--- src/rtl/kf_regbank.sv ---
// Kalman-filter data bank: DEPTH x W register bank with one write port and NRD read ports,
// NSC scalar registers, a sequential bank-clear engine and sticky out-of-range detection.
module kf_regbank #(
    parameter int W      = 24,
    parameter int DEPTH  = 40,
    parameter int ADDRW  = 6,
    parameter int NRD    = 2,
    parameter int NSC    = 2,
    parameter int RD_LAT = 0
) (
    input  logic                 clk,
    input  logic                 rst,
    input  logic                 wr_en,
    input  logic [ADDRW-1:0]     wr_addr,
    input  logic [W-1:0]         wr_data,
    output logic                 wr_ready,
    input  logic [NRD*ADDRW-1:0] rd_addr,
    output logic [NRD*W-1:0]     rd_data,
    input  logic                 clr_req,
    output logic                 busy,
    output logic                 clr_done,
    output logic                 addr_err,
    input  logic [NSC-1:0]       sc_we,
    input  logic [NSC*W-1:0]     sc_d,
    output logic [NSC*W-1:0]     sc_q
);

    typedef enum logic {IDLE, CLEAR} state_t;

    localparam logic [ADDRW-1:0] LAST = ADDRW'(DEPTH - 1);

    state_t           state_reg;
    logic [ADDRW-1:0] ptr_reg;
    logic             busy_reg;
    logic             clr_done_reg;
    logic             addr_err_reg;
    logic [W-1:0]     bank [DEPTH];
    logic [NRD-1:0]   rd_oor;
    logic             wr_ok;
    logic             wr_accept;
    logic             clr_accept;

    function automatic logic in_range(input logic [ADDRW-1:0] a);
        return 32'(a) < 32'(DEPTH);
    endfunction

    assign wr_ok      = in_range(wr_addr);
    assign wr_accept  = wr_en & ~busy_reg & wr_ok & ~rst;
    assign clr_accept = clr_req & ~busy_reg & ~rst;

    assign busy     = busy_reg;
    assign wr_ready = ~busy_reg;
    assign clr_done = clr_done_reg;
    assign addr_err = addr_err_reg;

    // Reset lands in CLEAR so the bank is zeroed by the walk rather than flash-cleared.
    always_ff @(posedge clk) begin
        if (rst) begin
            state_reg    <= CLEAR;
            ptr_reg      <= '0;
            busy_reg     <= 1'b1;
            clr_done_reg <= (DEPTH == 1);
        end else begin
            case (state_reg)
                IDLE: begin
                    clr_done_reg <= 1'b0;
                    if (clr_req) begin
                        state_reg    <= CLEAR;
                        ptr_reg      <= '0;
                        busy_reg     <= 1'b1;
                        clr_done_reg <= (DEPTH == 1);
                    end
                end
                CLEAR: begin
                    if (ptr_reg == LAST) begin
                        state_reg    <= IDLE;
                        busy_reg     <= 1'b0;
                        clr_done_reg <= 1'b0;
                    end else begin
                        ptr_reg      <= ptr_reg + ADDRW'(1);
                        clr_done_reg <= ((ptr_reg + ADDRW'(1)) == LAST);
                    end
                end
                default: begin
                    state_reg    <= CLEAR;
                    ptr_reg      <= '0;
                    busy_reg     <= 1'b1;
                    clr_done_reg <= 1'b0;
                end
            endcase
        end
    end

    // The clear walk owns the write port while busy; external writes are dropped.
    always_ff @(posedge clk) begin
        if (!rst) begin
            if (busy_reg)
                bank[ptr_reg] <= '0;
            else if (wr_accept)
                bank[wr_addr] <= wr_data;
        end
    end

    genvar gi;
    generate
        for (gi = 0; gi < NRD; gi++) begin : g_rd
            logic [ADDRW-1:0] ra;
            logic             ra_ok;
            logic [W-1:0]     rd_comb;

            assign ra         = rd_addr[gi*ADDRW +: ADDRW];
            assign ra_ok      = in_range(ra);
            assign rd_oor[gi] = ~ra_ok;

            // Forwarding makes a same-cycle write visible, both combinationally and at the register.
            always_comb begin
                rd_comb = '0;
                if (!busy_reg && ra_ok)
                    rd_comb = (wr_accept && wr_addr == ra) ? wr_data : bank[ra];
            end

            if (RD_LAT == 1) begin : g_reg
                logic [W-1:0] rd_reg;
                always_ff @(posedge clk) begin
                    if (rst)
                        rd_reg <= '0;
                    else
                        rd_reg <= rd_comb;
                end
                assign rd_data[gi*W +: W] = rd_reg;
            end else begin : g_comb
                assign rd_data[gi*W +: W] = rd_comb;
            end
        end
    endgenerate

    // An accepted clear wins over any error raised in the same cycle.
    always_ff @(posedge clk) begin
        if (rst)
            addr_err_reg <= 1'b0;
        else if (clr_accept)
            addr_err_reg <= 1'b0;
        else if ((wr_en & ~busy_reg & ~wr_ok) | (|rd_oor))
            addr_err_reg <= 1'b1;
    end

    generate
        for (gi = 0; gi < NSC; gi++) begin : g_sc
            logic [W-1:0] sc_reg;
            always_ff @(posedge clk) begin
                if (rst)
                    sc_reg <= '0;
                else if (sc_we[gi])
                    sc_reg <= sc_d[gi*W +: W];
            end
            assign sc_q[gi*W +: W] = sc_reg;
        end
    endgenerate

endmodule

--- config.mk ---
export PLATFORM = sky130hd
export DESIGN_NAME = kf_regbank
export DESIGN_NICKNAME = d
export VERILOG_FILES = /design/src/rtl/kf_regbank.sv
export SDC_FILE = /design/constraint.sdc
export NUM_CORES = 1
export LEC_CHECK = 0
export CORE_MARGIN = 8
export CORE_UTILIZATION = 55
export DETAILED_ROUTE_END_ITERATION = 7
export PLACE_DENSITY = 0.73
export SLEW_MARGIN = 40
export SYNTH_ARGS = -nofsm -noshare
export SYNTH_HDL_FRONTEND = slang
export SYNTH_SLANG_ARGS = --single-unit
--- constraint.sdc ---
create_clock -name clk -period 5.2 [get_ports clk]
set_input_delay 1.56 -clock clk [delete_from_list [all_inputs] [get_ports clk]]
set_output_delay 1.56 -clock clk [all_outputs]
set_load 0.05 [all_outputs]
* Word level (Yosys, flattened, before mapping)
Memories as Yosys holds them, arrays and structs flattened.
Index checks and enable logic that the tools add are counted.
** Word-level totals
- Flip-flop bits (word level) :: 58
- Memory bits (writable) :: 960
- Input port bits :: 96
- Word-level logic and storage cells :: 67
- Memories :: 1
** Operators by class
- Add/subtract/negate cells :: 1
- $lt $le $gt $ge :: 3
- Equality and inequality tests :: 7
- Muxes and demuxes :: 25
- Bitwise gates (word level) :: 13
- Reduce and logical (&&, ||, !) cells :: 10
** Memories
- bank :: words 40, width 24, read ports 2, clocked after memory_dff 0, write ports 1, line 37 : logic [W-1:0] bank [DEPTH];
** Operators by type and width (number)
- two-way mux 24 bit :: 5
- OR reduction 24 bit :: 1
- less-than comparator 6 bit (second input constant) :: 3
- two-way mux 6 bit :: 3
- two-way mux 1 bit :: 13
- equality test 6 bit :: 2
- equality test 6 bit (second input constant) :: 2
- one-hot mux 6 bit (2 select lines) :: 1
- adder 6 x 1 -> 6 bit (second input constant) :: 1
- AND 1 bit :: 6
- NOT 1 bit :: 6
- one-hot mux 1 bit (2 select lines) :: 3
- logical AND 1 bit :: 4
- != test 2 bit (second input constant) :: 2
- AND reduction 2 bit :: 2
- OR reduction 2 bit :: 2
- != test 2 x 1 -> 1 bit (second input constant) :: 1
- logical NOT 1 bit :: 1
- bitwise OR 1 bit :: 1

* Logic depth before layout (Yosys ltp)
Gate-level depths: netlist of run 1.
- Word-level depth :: 10
- Mapped depth :: 9
- Gate-level depth less buffers :: 6

* Least setup slack after synthesis of run 1
OpenSTA, ideal clock, no wires.
- Path type :: input port to output port
- From :: input rd_addr[0]
- To :: output rd_data[22]
- Data arrival time :: 3.586 ns
- Slack :: 0.054 ns
- Stages :: 8
- Cell sequence :: buf_2 -> buf_6 -> buf_2 -> nor3b_2 -> a22oi_1 -> a21oi_1 -> nor2_1 -> o221ai_1
** On the way
- Word-level cells in the longest chain between the ends :: 4
- Elaborated cells between the ends (all ways) :: 7
** RTL lines
- start, declared :: line 17 : input logic [NRD*ADDRW-1:0] rd_addr,
- branches (longest 3 deep; another with memory (40 x 24 bit))
- two-way mux 24 bit * :: line 118 : if (!busy_reg && ra_ok)
- end, declared :: line 18 : output logic [NRD*W-1:0] rd_data,
Every way passes the cells marked *.

* Final worst setup path of run 1
- From :: input rd_addr[1]
- To :: output rd_data[8]
The elaborated chain is that of the path after synthesis.

==> results.toml, run 1 <==
[power]
intPower_mw = 14.1
seqPwrFrac = 0.490
finalPower_mw = 18.2
power_frac_clock = 0.413
p_switching_mw = 4.16
combPwrFrac = 0.097
p_leak_nw = 19.1
ir_worst_vdd_mv = 0.265
p_per_area_nw_per_um2 = 299
netSwitchingFraction = 0.228

[critical_path]
cpPeakStageDelay_ns = 0.56
path_class = "in2out"
worst_setup_path_end_kind = "output port"
rr_endpoint = "bank[10][8]$_DFFE_PP_"
reg2reg_depth = 7
cp_data_arrival_time_ns = 3.76
start_kind = "input pin"
rr_startpoint = "busy$_SDFFE_PP1P_"
slowest_stage = "mux4_2"
crit_top_cell = "buf_12"
rrSetupSlack_ns = 2.07
path_cells = "buf_16 -> buf_12 -> mux4_2 -> a22o_1 -> a221oi_4 -> buf_6 -> a31oi_4 -> a211o_1 -> buf_12"
crit_fanout = 5
cp_data_required_time_ns = 3.64

[finish]
drive_above_1_share = 0.454
syn_to_final_growth_pct = 28.8
final_common_cell = "edfxtp_1"
regArea_um2 = 30000
post-route-cell-area_um2 = 60900
fin_nets = 3215
final_cell_mix = "edfxtp_1 (960), mux4_2 (480), buf_4 (369)"
multi_input_area_um2 = 17600
largest_reg_flops = 960
fill_cells = 4925

[route]
num_vias = 31300
postRouteAntennaNets = 0
firstDrtPassIters = 8
first_iter_violations = 5124
vias_per_cell = 7.21
drc = 0
totalWireLength_mm = 159
wire_per_inst_um = 36.6

[logic_synthesis]
synth-seq-cells = 1018
synth_cell_types = 65
syn_area_per_cell_um2 = 19.2
synth_nets = 2569
synth.top_cells.by_area = "edfxtp_1 (61%), mux4_2 (23%), mux2i_1 (2.7%)"
ys_warn_count = 0
synthArstFlopShare = 0
syn_inst = 2471
synth-edff-count = 960
synth.cell_area_um2 = 47300
seq_area_frac_synth = 0.634
synth_top_cell_area_share = 0.609
synth_flop_cell = "edfxtp_1"
yosys.area.top_type = "edfxtp_1"

[cts]
root_buffer = "clkbuf_16"
clkLatencyLatePin_ns = 0.67
cts.path.max_buffers = 3
cts_buffers = 102
cts_htree_levels = 3
cts.sinks = 1018
hold_buffers = 0
cts_tree = "built"
clk_pin_slew_ns = 0.07

[timing]
fmax_mhz = 188
relSlewSlack = 0.466
fin_tns_setup_ns = -0.539
drv_slew = 0
hold_viol = 0
fin_worst_skew_ns = 0.0259
post-route-period-util = 1.02
fin_ws_ns = -0.118
fin_crit_ns = 5.32
setup_viol = 14
rsz0062_at_grt = "true"
worst_pin_slew_ns = 0.801

[die]
core-area_um2 = 85300
dieWidth_um = 309
die_height_um = 309
dieArea_um2 = 95700
rows = 107
start_util = 0.555
ios = 196

[worst_hold_path]
hp-start = "g_sc[0].sc_reg[18]$_SDFFE_PP0P_"
hp-class = "reg2reg"
whs_endpoint = "g_sc[0].sc_reg[18]$_SDFFE_PP0P_"
hold_depth = 2

[global_routing]
grt_start_max_net_pins = 61
grt-busiest-layer = "met2"
grt_util_met2 = 0.497
antenna_found_initial = 3
met3_usage = 0.0864
grt_util_all_layers = 0.322
grt-ovfl-total = 0
grt_pass1_wl_mm = 222
grt_pass1_vias = 31800
use_met1 = 0.414

[placed_design]
dpl_worst_slack_ns = -0.656
placed_area_um2 = 54900
gp_congestion = 0.942
port_buffers = 195
dp_hpwl_mm = 101

[outcome]
violations = "negative setup slack"
status = "finished with violations"

[job]
maxCapViolCount = 0
## power by group through the flow
| stage | Clock [mW] | Sequential (mW) | Combinational (mW) |
|---|---|---|---|
| final | 7.52 | 8.94 | 1.77 |
| after global routing | 7.81 | 8.94 | 1.81 |
| after CTS | 7.52 | 8.93 | 1.64 |
| after detailed placement | 0 | 9.11 | 1.51 |
| after global placement | 0 | 9.10 | 1.49 |
| after floorplan | 0 | 9.17 | 0.746 |
## timing repair
item / 4_1_cts / 5_1_grt
hold endpoints to repair: 0 / 0
endpoints found under the setup margin: 48 / 48
resized for setup: 182 / 107
buffers inserted: 45 / 45
pin swaps: 46 / 43
cloned: 12 / 8
## cell usage after synthesis, types with 3 or more instances
master,count
inv_1,6
o31ai_1,5
nor3_1,14
a31oi_1,10
buf_6,12
and3b_1,3
buf_2,98
a221oi_1,12
a2111o_1,3
a211o_1,15
dfxtp_1,58
and3_1,29
clkbuf_1,55
mux4_2,480
a211oi_1,25
or3_1,3
nand3b_1,5
nand2_1,17
o2bb2ai_1,30
a21oi_1,16
mux2i_1,128
nand2b_1,5
buf_4,20
nor2_1,133
nor3b_1,4
nor2b_1,9
xnor2_1,14
o211ai_1,5
a221o_1,3
mux2_2,4
and2_1,8
edfxtp_1,960
a41oi_1,5
o22ai_1,25
a22oi_1,101
nand4_1,9
nand3_1,40
o21ai_0,9
a22o_1,44
buf_1,10
## final cells by class
class,count,share of cell area
sequential,1018,0.492
tap,1144,0.0235
clock inverter,62,0.0108
multi-input combinational,1250,0.288
antenna,1,0.0000411
inverter,7,0.000431
timing repair buffer,738,0.140
clock buffer,122,0.0445
## worst max path at each step
stage	cells after the start	startpoint	endpoint
finish	9	rd_addr[1]	rd_data[8]
floorplan	8	rd_addr[0]	rd_data[22]
global placement	12	rd_addr[4]	rd_data[8]
global route	9	rd_addr[1]	rd_data[8]
detailed placement	11	rd_addr[4]	rd_data[17]
CTS	9	rd_addr[1]	rd_data[8]
## worst max-delay path: cells and delay by family
family	cells	cell delay, ns
multiplexers	1	0.56
buffers and inverters	4	0.59
AO/OA/AOI/OAI	4	1.02
## through the flow
stage	hold WS [ns]	std cells	utilization
CTS	0.500	4290	0.703
detailed placement	0.484	4052	0.644
global placement	0.475	4052	0.644
global route	0.520	4341	0.715
floorplan	0.496	2471	-
finish	0.497	4342	0.715
## cells by family after synthesis
kind of cell             Yosys count  share of synthesized area
AO/OA/AOI/OAI                    327                     0.0533
XOR/XNOR                          14                    0.00259
adder cells (fa/ha/maj)            2                   0.000529
buffers and inverters            203                     0.0225
flip-flops                      1018                      0.634
multiplexers                     612                      0.256
AND/OR/NAND/NOR                  295                     0.0310
## metal layers
| layer | part of all wire | wire, um |
|---|---|---|
| met1 | 0.33 | 52100 |
| met4 | 0.076 | 12000 |
| met5 | 0.000088 | 14 |
| met2 | 0.46 | 72500 |
| met3 | 0.14 | 22200 |
(Power assumes the default switching activity.)
==> run 2, diff against run 1 <==
==> constraint.sdc (replaced) <==
create_clock -name clk -period 6 [get_ports clk]
set_input_delay 1.8 -clock clk [delete_from_list [all_inputs] [get_ports clk]]
set_output_delay 1.8 -clock clk [all_outputs]
set_load 0.05 [all_outputs]
==> run 2 against run 1 <==
Net effect:
- the run still ends with negative setup slack left
- worst setup slack improved by 0.10 ns
- clock skew increased by 0.0033 ns
- clock power fell by 12%
- hold slack better by 0.0016 ns
- routed wire length fell by 4.9%
- design area shrank 5.9%
- critical path type unchanged
- highest routed layer is now met4
==> results.toml, run 2 (synthesized netlist as in run 1, its figures left out) <==
[timing]
worst_hold_slack_ns = 0.499
rsz0062_at_grt = "false"
fin_ws_ns = -0.0160
worst_pin_slew_ns = 0.833
fin_crit_ns = 6.02
relSlewSlack = 0.443
hold_viol = 0
post-route-period-util = 1.00
fin_worst_skew_ns = 0.0291
drv_slew = 0
setup_viol = 2
fmax_mhz = 166

[outcome]
violations = "negative setup slack"
status = "finished with violations"

[critical_path]
cp_data_arrival_time_ns = 4.22
worst_setup_path_end_kind = "output port"
start_kind = "input pin"
crit_fanout = 11
cp_data_required_time_ns = 4.20
path_class = "in2out"
rrSetupSlack_ns = 2.44

[route]
vias_per_cell = 7.17
totalWireLength_mm = 151
num_vias = 29800
drc = 0
first_iter_violations = 4476
firstDrtPassIters = 5
wire_per_inst_um = 36.4
postRouteAntennaNets = 0

[global_routing]
met3_usage = 0.0827
grt-ovfl-total = 0
use_met1 = 0.408
grt_start_max_net_pins = 61
grt_pass1_wl_mm = 218
grt_pass1_vias = 31300
grt_util_met2 = 0.492
grt_util_all_layers = 0.316
antenna_found_initial = 0
grt-busiest-layer = "met2"

[placed_design]
port_buffers = 195
gp_congestion = 0.941
dp_hpwl_mm = 100
place_inst = 3955

[job]
maxCapViolCount = 0

[finish]
num_antenna_cells = 0
syn_to_final_growth_pct = 21.1
largest_reg_flops = 960
final_cell_mix = "edfxtp_1 (960), mux4_2 (480), buf_4 (296)"
finalNonFillerCells = 4153
fin_nets = 3022
drive_above_1_share = 0.381
fill_cells = 5443
final_common_cell = "edfxtp_1"
final_core_util = 0.672

[power]
p_per_area_nw_per_um2 = 273
ir_worst_vdd_mv = 0.236
seqPwrFrac = 0.494
p_switching_mw = 3.59
power_frac_clock = 0.424
netSwitchingFraction = 0.229
p_leak_nw = 17.6
combPwrFrac = 0.082
intPower_mw = 12.1

[cts]
cts.path.max_buffers = 3
root_buffer = "clkbuf_16"
cts_htree_levels = 3
clkLatencyLatePin_ns = 0.70
cts_tree = "built"
cts.sinks = 1018
clk_pin_slew_ns = 0.06
cts_buffers = 104

[die]
ios = 196
rows = 107
core-area_um2 = 85300
die_height_um = 309
dieWidth_um = 309
dieArea_um2 = 95700
start_util = 0.555

[worst_hold_path]
hp-class = "reg2reg"
-- run 2: cell count changes in the layout (fill, tap and decap cells not counted), sizes merged, moves of 2 or more --
cell / change
clkinv: +12
bufbuf: -7
clkdlybuf4s50: +9
buf: -185
clkinvlp: -2
clkbuf: -12
dlygate4sd2: -4
-- run 2: repair_timing --
| item | CTS | global route |
|---|---|---|
| gates cloned | 1 | 1 |
| resized for setup | 18 | 38 |
| pin swaps | 3 | 7 |
| buffers inserted | 2 | 4 |
| hold buffers | 0 | 0 |
| endpoints found under the setup margin | 24 | 39 |
-- run 2: final timing paths --
kind / startpoint / cells past startpoint / end
max: rd_addr[4] / 11 / rd_data[11]
min: g_sc[1].sc_reg[9]$_SDFFE_PP0P_ / 2 / g_sc[1].sc_reg[9]$_SDFFE_PP0P_
min reg2reg: g_sc[1].sc_reg[9]$_SDFFE_PP0P_ / 2 / g_sc[1].sc_reg[9]$_SDFFE_PP0P_
max reg2reg: busy$_SDFFE_PP1P_ / 6 / bank[8][18]$_DFFE_PP_
-- run 2: final cells by class --
class                           instances  area [um2]  area share
Clock buffer                          119        2710      0.0472
Clock inverter                         72         803      0.0140
Inverter                                7        26.3    0.000458
Multi-Input combinational cell       1250       16700       0.292
Sequential cell                      1018       30000       0.523
Tap cell                             1144        1430      0.0250
Timing Repair Buffer                  543        5620      0.0980
-- run 2: worst max-delay path, stage by stage --
cell and delay, ns:
clkdlybuf4s50_1 0.47, buf_6 0.16, buf_6 0.13, xnor2_1 0.11, nand4_1 0.24, buf_4 0.22, o21ai_1 0.14, buf_4 0.29
o2bb2ai_1 0.14, a22o_1 0.32, buf_12 0.18
-- run 2: per-stage QoR --
stage               instance area, um2  setup TNS, ns  setup slack [ns]  total power, mW
floorplan                        47300              0             0.374             8.60
global placement                 53500          -1.05            -0.154             9.11
detailed placement               53500          -1.37            -0.138             9.13
CTS                              57100              0           0.00356             15.7
global route                     57300              0           0.00127             16.0
finish                           57300        -0.0234           -0.0160             15.7
-- run 2: routing by layer --
| layer | share of wire | vias to the layer above |
|---|---|---|
| li1 | - | 11600 |
| met1 | 0.34 | 15300 |
| met2 | 0.47 | 2426 |
| met3 | 0.13 | 471 |
| met4 | 0.065 | 0 |
| met5 | 0 | - |
-- run 2: power by group through the flow --
stage,registers (mW),clock network [mW],logic [mW]
finish,7.74,6.64,1.28
floorplan,7.95,0,0.647
detailed placement,7.89,0,1.24
CTS,7.74,6.67,1.25
global placement,7.89,0,1.22
global route,7.74,6.93,1.32
